--- config.mk ---
export PLATFORM = sky130hd
export DESIGN_NAME = im_loader
export DESIGN_NICKNAME = d
export VERILOG_FILES = /design/src/rtl/im_loader.sv
export SDC_FILE = /design/constraint.sdc
export NUM_CORES = 1
export LEC_CHECK = 0
export ABC_AREA = 1
export CORE_ASPECT_RATIO = 0.7
export CORE_MARGIN = 1
export CORE_UTILIZATION = 43
export CTS_CLUSTER_DIAMETER = 120
export CTS_CLUSTER_SIZE = 25
export DETAILED_ROUTE_END_ITERATION = 12
export PLACE_DENSITY = 0.81
export SYNTH_ARGS = -nofsm -noshare
export SYNTH_HDL_FRONTEND = slang
export SYNTH_SLANG_ARGS = --single-unit
--- constraint.sdc ---
create_clock -name clk -period 1.66 [get_ports clk]
set_input_delay 0.166 -clock clk [delete_from_list [all_inputs] [get_ports clk]]
set_output_delay 0.166 -clock clk [all_outputs]
set_load 0.01 [all_outputs]
--- src/rtl/im_loader.sv ---
// im_loader: fills instruction memory from a big-endian byte stream while holding the CPU.
// Optional trailing XOR checksum enabled by defining IM_LOADER_CHECKSUM_EN.
module im_loader #(
    parameter int ADDR_W = 7,
    parameter int WORDS  = 128
) (
    input  logic              clk,
    input  logic              rst,
    input  logic              start,
    input  logic [ADDR_W:0]   load_len,
    input  logic              byte_valid,
    input  logic [7:0]        byte_data,
    output logic              byte_ready,
    output logic              im_we,
    output logic [ADDR_W-1:0] im_addr,
    output logic [31:0]       im_wdata,
    output logic              cpu_hold,
    output logic              done,
    output logic              err
);
`ifdef IM_LOADER_CHECKSUM_EN
    typedef enum logic [2:0] {IDLE, LOAD, WRITE, CHECK, DONE} state_t;
`else
    typedef enum logic [2:0] {IDLE, LOAD, WRITE, DONE} state_t;
`endif
    state_t state, state_n;
    logic [ADDR_W:0]   len;
    logic [ADDR_W:0]   len_c;
    logic [ADDR_W-1:0] idx;
    logic [1:0]        bcnt;
    logic [31:0]       word;
    logic              go;
    logic              take;
    logic              last;

    assign go    = start && (state == IDLE || state == DONE);
    assign take  = byte_valid && byte_ready;
    assign len_c = (load_len > (ADDR_W+1)'(WORDS)) ? (ADDR_W+1)'(WORDS) : load_len;
    assign last  = ((ADDR_W+1)'(idx) + (ADDR_W+1)'(1)) == len;
    assign im_addr  = idx;
    assign im_wdata = word;

    always_ff @(posedge clk) begin
        if (rst) state <= IDLE;
        else     state <= state_n;
    end

    always_comb begin
        state_n = state;
        case (state)
            IDLE, DONE: if (start) state_n = (len_c != '0) ? LOAD : DONE;
            LOAD:       if (take && bcnt == 2'd3) state_n = WRITE;
`ifdef IM_LOADER_CHECKSUM_EN
            WRITE:      state_n = last ? CHECK : LOAD;
            CHECK:      if (take) state_n = DONE;
`else
            WRITE:      state_n = last ? DONE : LOAD;
`endif
            default:    state_n = IDLE;
        endcase
    end

    always_comb begin
        im_we      = state == WRITE;
        done       = state == DONE;
`ifdef IM_LOADER_CHECKSUM_EN
        byte_ready = state == LOAD || state == CHECK;
        cpu_hold   = state == LOAD || state == WRITE || state == CHECK || (state == DONE && err);
`else
        byte_ready = state == LOAD;
        cpu_hold   = state == LOAD || state == WRITE;
`endif
    end

    always_ff @(posedge clk) begin
        if (rst) begin
            len  <= '0;
            idx  <= '0;
            bcnt <= '0;
            word <= '0;
        end else begin
            if (go) begin
                len  <= len_c;
                idx  <= '0;
                bcnt <= '0;
            end
            if (state == LOAD && take) begin
                word <= {word[23:0], byte_data};
                bcnt <= bcnt + 2'd1;
            end
            // Hold the index on the final word so the address never wraps past WORDS-1.
            if (state == WRITE && !last) idx <= idx + ADDR_W'(1);
        end
    end

`ifdef IM_LOADER_CHECKSUM_EN
    logic [7:0] csum;
    always_ff @(posedge clk) begin
        if (rst) begin
            csum <= '0;
            err  <= 1'b0;
        end else begin
            if (go) begin
                csum <= '0;
                err  <= 1'b0;
            end
            if (state == LOAD && take) csum <= csum ^ byte_data;
            if (state == CHECK && take && byte_data != csum) err <= 1'b1;
        end
    end
`else
    assign err = 1'b0;
`endif
endmodule
# ---- Word-level counts from Yosys, hierarchy flattened
# Cells that the tools add are included.
dict set report word_totals {
  reg_bits 52
  elab_cells 40
  inputBits 20
  output_inout_bits 44
}
dict set report classes {
  order_cmp 1
  reduce_logical 14
  add_sub_neg 3
  muxes 10
  n_eq_ne 7
}
# operator count
set ops {}
lappend ops {{$mux W7} 2}
lappend ops {{$pmux W3 S3} 1}
lappend ops {{$add A7 B1 Y8 const B} 1}
lappend ops {{$eq A8 B8 Y1} 1}
lappend ops {{$gt A8 B8 Y1 const B} 1}
lappend ops {{$mux W2} 4}
lappend ops {{$mux W8} 1}
lappend ops {{$reduce_bool A8 Y1} 1}
lappend ops {{$add A7 B1 Y7 const B} 1}
lappend ops {{$eq A3 B2 Y1 const B} 2}
lappend ops {{$mux W3} 2}
lappend ops {{$logic_and A1 B1 Y1} 5}
lappend ops {{$reduce_bool A2 Y1} 2}
lappend ops {{$eq A3 B1 Y1 const B} 1}
lappend ops {{$logic_not A3 Y1} 1}
lappend ops {{$add A2 B1 Y2 const B} 1}
lappend ops {{$eq A2 B2 Y1 const B} 1}
lappend ops {{$logic_or A1 B1 Y1} 2}
lappend ops {{$ne A2 B1 Y1 const B} 1}
lappend ops {{$ne A2 B2 Y1 const B} 1}
lappend ops {{$reduce_and A2 Y1} 1}
lappend ops {{$reduce_or A2 Y1} 1}
lappend ops {{$logic_not A1 Y1} 1}

# ---- Depth between registers and ports, before layout
dict set report logic_depth {
  depth_word 6
  mapped_depth 13
  depth_no_buf 13
}

# ---- Worst setup path after synthesis
# OpenSTA, ideal clock, no wires.
dict set report synth_timing {
  path_kind {flip-flop to flip-flop}
  from {register idx[0] (netlist: im_addr[0])}
  to {register idx[6] (netlist: im_addr[6])}
  path_stages_with_launch 13
  synth_period_minus_slack_ps 1672
  path_slack_ps -12
  n_path_buf 0
  setup_ps 70
  arrival_time_ps 1602
  required_time_ps 1590
  cell_sequence {dfxtp_1 ha_1 nand2_2 clkinv_1 nand3_1 nand2_1 nand2_1 nand3_1 nor2_4 nand2_4 nand2_4 nand3_1 a21oi_1}
}
dict set report synth_between {
  elab_chain_cells 5
  word_cells_on_any_way 7
  classes_between {2 x add/sub; 1 x eq/ne; 1 x mux; 3 x reduce/logical}
}
# element line_no
set synth_rtl {}
lappend synth_rtl {{start, declared} 29} ;# logic [ADDR_W-1:0] idx;
lappend synth_rtl {{start signal, assigned} 92} ;# if (state == WRITE && !last) idx <= idx + ADDR_W'(1);
lappend synth_rtl {{$add A7 B1 Y8} 39} ;# assign last = ((ADDR_W+1)'(idx) + (ADDR_W+1)'(1)) == len;
lappend synth_rtl {{$eq A8 B8 Y1} 39}
lappend synth_rtl {{$logic_not A1 Y1} 92}
lappend synth_rtl {{$logic_and A1 B1 Y1} 92}
lappend synth_rtl {{$mux W7 or $reduce_bool A2 Y1 (tied branches)} n/a}
# Several ways; a longest one is shown, not always the timed one.
# A chain may end at the register's enable or synchronous reset.

# ---- Final worst setup path
dict set report layout_timing {
  from {register idx[0] (netlist: im_addr[0])}
  to {register idx[1] (netlist: im_addr[1])}
}
# The elaborated chain is that of the path after synthesis.

==> impl_metrics.tcl <==
set metrics [dict create \
    peakVddDrop_v 0.0007258 \
    rsz_0062_raised_after_global_routing "true" \
    min-delay-start "load_len[1]" \
    crit_path_end_kind "register" \
    path_class "register to register" \
    cts_max_level 2 \
    post_dp_hpwl_um 3922 \
    routed-via-count 2222 \
    first_global_vias 1900 \
    numClockSinks 51 \
    fmaxAchievable_mhz 599.8 \
    post-synth-top-area-fraction_pct 45.43 \
    maxCapViolCount 0 \
    grt_start_max_net_pins 38 \
    min_period_over_period_pct 100.4 \
    fp.dieH_um 62.48 \
    worstSetupStartpointType "register" \
    synth_largest_area_cell "sky130_fd_sc_hd__dfxtp_1" \
    dpl.cell_count 438 \
    layout_nets 408 \
    global_route.usage.met2_pct 32.21 \
    rows 21 \
    synthTopCellsByArea "sky130_fd_sc_hd__dfxtp_1 45%, sky130_fd_sc_hd__nor2_1 13%, sky130_fd_sc_hd__o21ai_0 8.5%" \
    clock_tree.root_cell "sky130_fd_sc_hd__clkbuf_8" \
    syn_area_per_cell_um2 7.249 \
    clk_pin_slew_ps 100 \
    fraction_of_final_layout_cells_with_drive_strength_greater_than_1_pct 16.45 \
    synth_sequential_area_ratio_pct 45.43 \
    dpl_worst_slack_ps -93.37 \
    synthesis.yosys.warnings 0 \
    synth_nets 336 \
    groute.usage.overall_pct 20.89 \
    period_minus_slack_ps 1667 \
    crit_fanout 7 \
    post_drt_wl_per_cell_um 12.39 \
    num_antenna_cells 0 \
    start_util_pct 45.73 \
    clock_latency_at_the_later_pin_of_the_worst_skew_pair_ps 300 \
    mappedNetlistArea_um2 2247 \
    drt_iter0_markers 180 \
    worst-endpoint-arrival_ps 1900 \
    post_layout_nonfiller_instances 452 \
    grt_antenna_before_repair 0 \
    cts_tree "built" \
    ys_ff_latch 51 \
    postLayoutSetupSlackWorst_ps -7.190 \
    fin_max_slew_vios 0 \
    cellPowerDensity_nw_per_um2 1343 \
    run_status "finished, violations left" \
    most_common_cell_after_layout_fill_and_taps_aside "sky130_fd_sc_hd__nor2_1" \
    numCtsBuffers 5 \
    route.detailed.vias_per_inst 4.916 \
    globalRouteOverflowTotal 0 \
    final_wirelength_um 5599 \
    final_antenna_violating_net_count 0 \
    globalRoute.busiestLayer "met2" \
    grt_first_pass_wirelength_um 9032 \
    fin_worst_skew_ps 8.611 \
    die_width_um 88.41 \
    cts_buffer_depth 2 \
    num_io_pins 64 \
    crit_path_start "im_addr[0]" \
    synth.lib_cells_used.distinct 28 \
    port_buffers 62 \
    finalSetupViolations 1 \
    core_area_um2 4913 \
    drcViolationCount 0 \
    post_cts_hold_buffer_count 0 \
    failed_checks "setup timing" \
    synthCells 310 \
    finalCoreUtilization_pct 66.79 \
    critPathRequiredTime_ps 1890 \
    hold_violation_total_from_the_final_report 0 \
    die_area_um2 5524 \
    power.static_leakage_nw 1.286 \
    grt_use_met1_pct 29.74 \
    crit-reg2reg-launch "im_addr[0]" \
    areaGrowthSynthToFinish_pct 46.05 \
    final_weighted_congestion_in_routability_driven_placement 0.9429 \
    drt_first_pass_iters 4 \
    grt_use_met3_pct 4.227 \
    mostFrequentLayoutCells "75 x sky130_fd_sc_hd__nor2_1, 59 x sky130_fd_sc_hd__clkdlybuf4s50_1, 45 x sky130_fd_sc_hd__dfxtp_1" \
    path_class_of_the_lowest_slack_min_delay_path "input pin to register" \
]
-- layer usage --
metal | up-vias | part of all wire [%]
met5 | - | 0
met4 | 0 | 0.71
met3 | 5 | 5.0
met2 | 57 | 46
met1 | 1011 | 48
li1 | 1149 | -
-- timing repair --
item | 4_1_cts | 5_1_grt
setup endpoints to repair | 9 | 11
pin swaps | 8 | 14
resized for setup | 11 | 27
setup buffers | 4 | 2
gates cloned | 0 | 0
-- sequential cells by signal, summed over array words and instances, names as in the netlist --
name / cells
state: 2
im_wdata: 32
im_addr: 7
bcnt: 2
len: 8
-- synth_stat cells, drive strengths merged --
library cell	instances
a31oi	1
nand2	42
a21oi	17
nor3	1
o21ai	40
clkinv	2
ha	6
nand3b	5
buf	3
xnor2	1
o21bai	1
nor2	78
nand3	25
clkbuf	10
inv	22
conb	1
dfxtp	51
a22oi	1
a211oi	1
nand4	2
-- kinds of logic after synthesis --
group	synth area share [%]
xor+xnor	0.3898
fa+ha+maj	3.341
flops	45.43
other cells	0.1669
buf+inv	6.403
simple gates	30.29
compound gates	13.98
-- layout make-up --
| cell class | count | area, um2 |
|---|---|---|
| sequential | 51 | 1031 |
| clock buffer | 5 | 68.82 |
| clock inverter | 3 | 23.77 |
| tap | 69 | 86.33 |
| inverter | 24 | 95.09 |
| fill | 414 | 1632 |
| timing repair buffer | 78 | 785.8 |
| multi-input combinational | 222 | 1191 |
-- where the power goes --
| group | internal (mW) | total, mW | leakage [nW] | switching (mW) |
|---|---|---|---|---|
| logic | 0.962 | 1.97 | 0.826 | 1.01 |
| clock network | 0.302 | 0.733 | 0.0408 | 0.431 |
| registers | 1.51 | 1.71 | 0.420 | 0.201 |
| total | 2.77 | 4.41 | 1.29 | 1.64 |
-- per-stage QoR --
stage	hold slack, ps	TNS [ps]	total power [mW]	area, um2
detailed placement	459.8	-377.9	3.579	3014
floorplan	235.1	0	2.699	2248
global placement	448.0	0	3.526	3014
global route	453.6	-449.1	4.715	3282
CTS	452.1	0	4.352	3176
finish	451.1	-7.190	4.409	3282
-- critical path: stages, from the launching register on --
cell                      delay [ps]
sky130_fd_sc_hd__dfxtp_4         370
sky130_fd_sc_hd__ha_4            170
sky130_fd_sc_hd__nand2_4          90
sky130_fd_sc_hd__nand2_2          60
sky130_fd_sc_hd__nand2_1          60
sky130_fd_sc_hd__nand2_1          60
sky130_fd_sc_hd__nor2_1          130
sky130_fd_sc_hd__nand3_2          90
sky130_fd_sc_hd__nor2_4          120
sky130_fd_sc_hd__nand2_4          90
sky130_fd_sc_hd__nand2_4         110
sky130_fd_sc_hd__nand3_2          80
sky130_fd_sc_hd__a21oi_2         160
-- path summary, 6_finish.rpt --
path | to | slack, ps | cells after the start
worst max-delay path | im_addr[1] | -7 | 12
worst min-delay path | len[1] | 450 | 3
worst max register to register | im_addr[1] | -7 | 12
worst min register to register | bcnt[0] | 470 | 1
(Power assumes the default switching activity.)
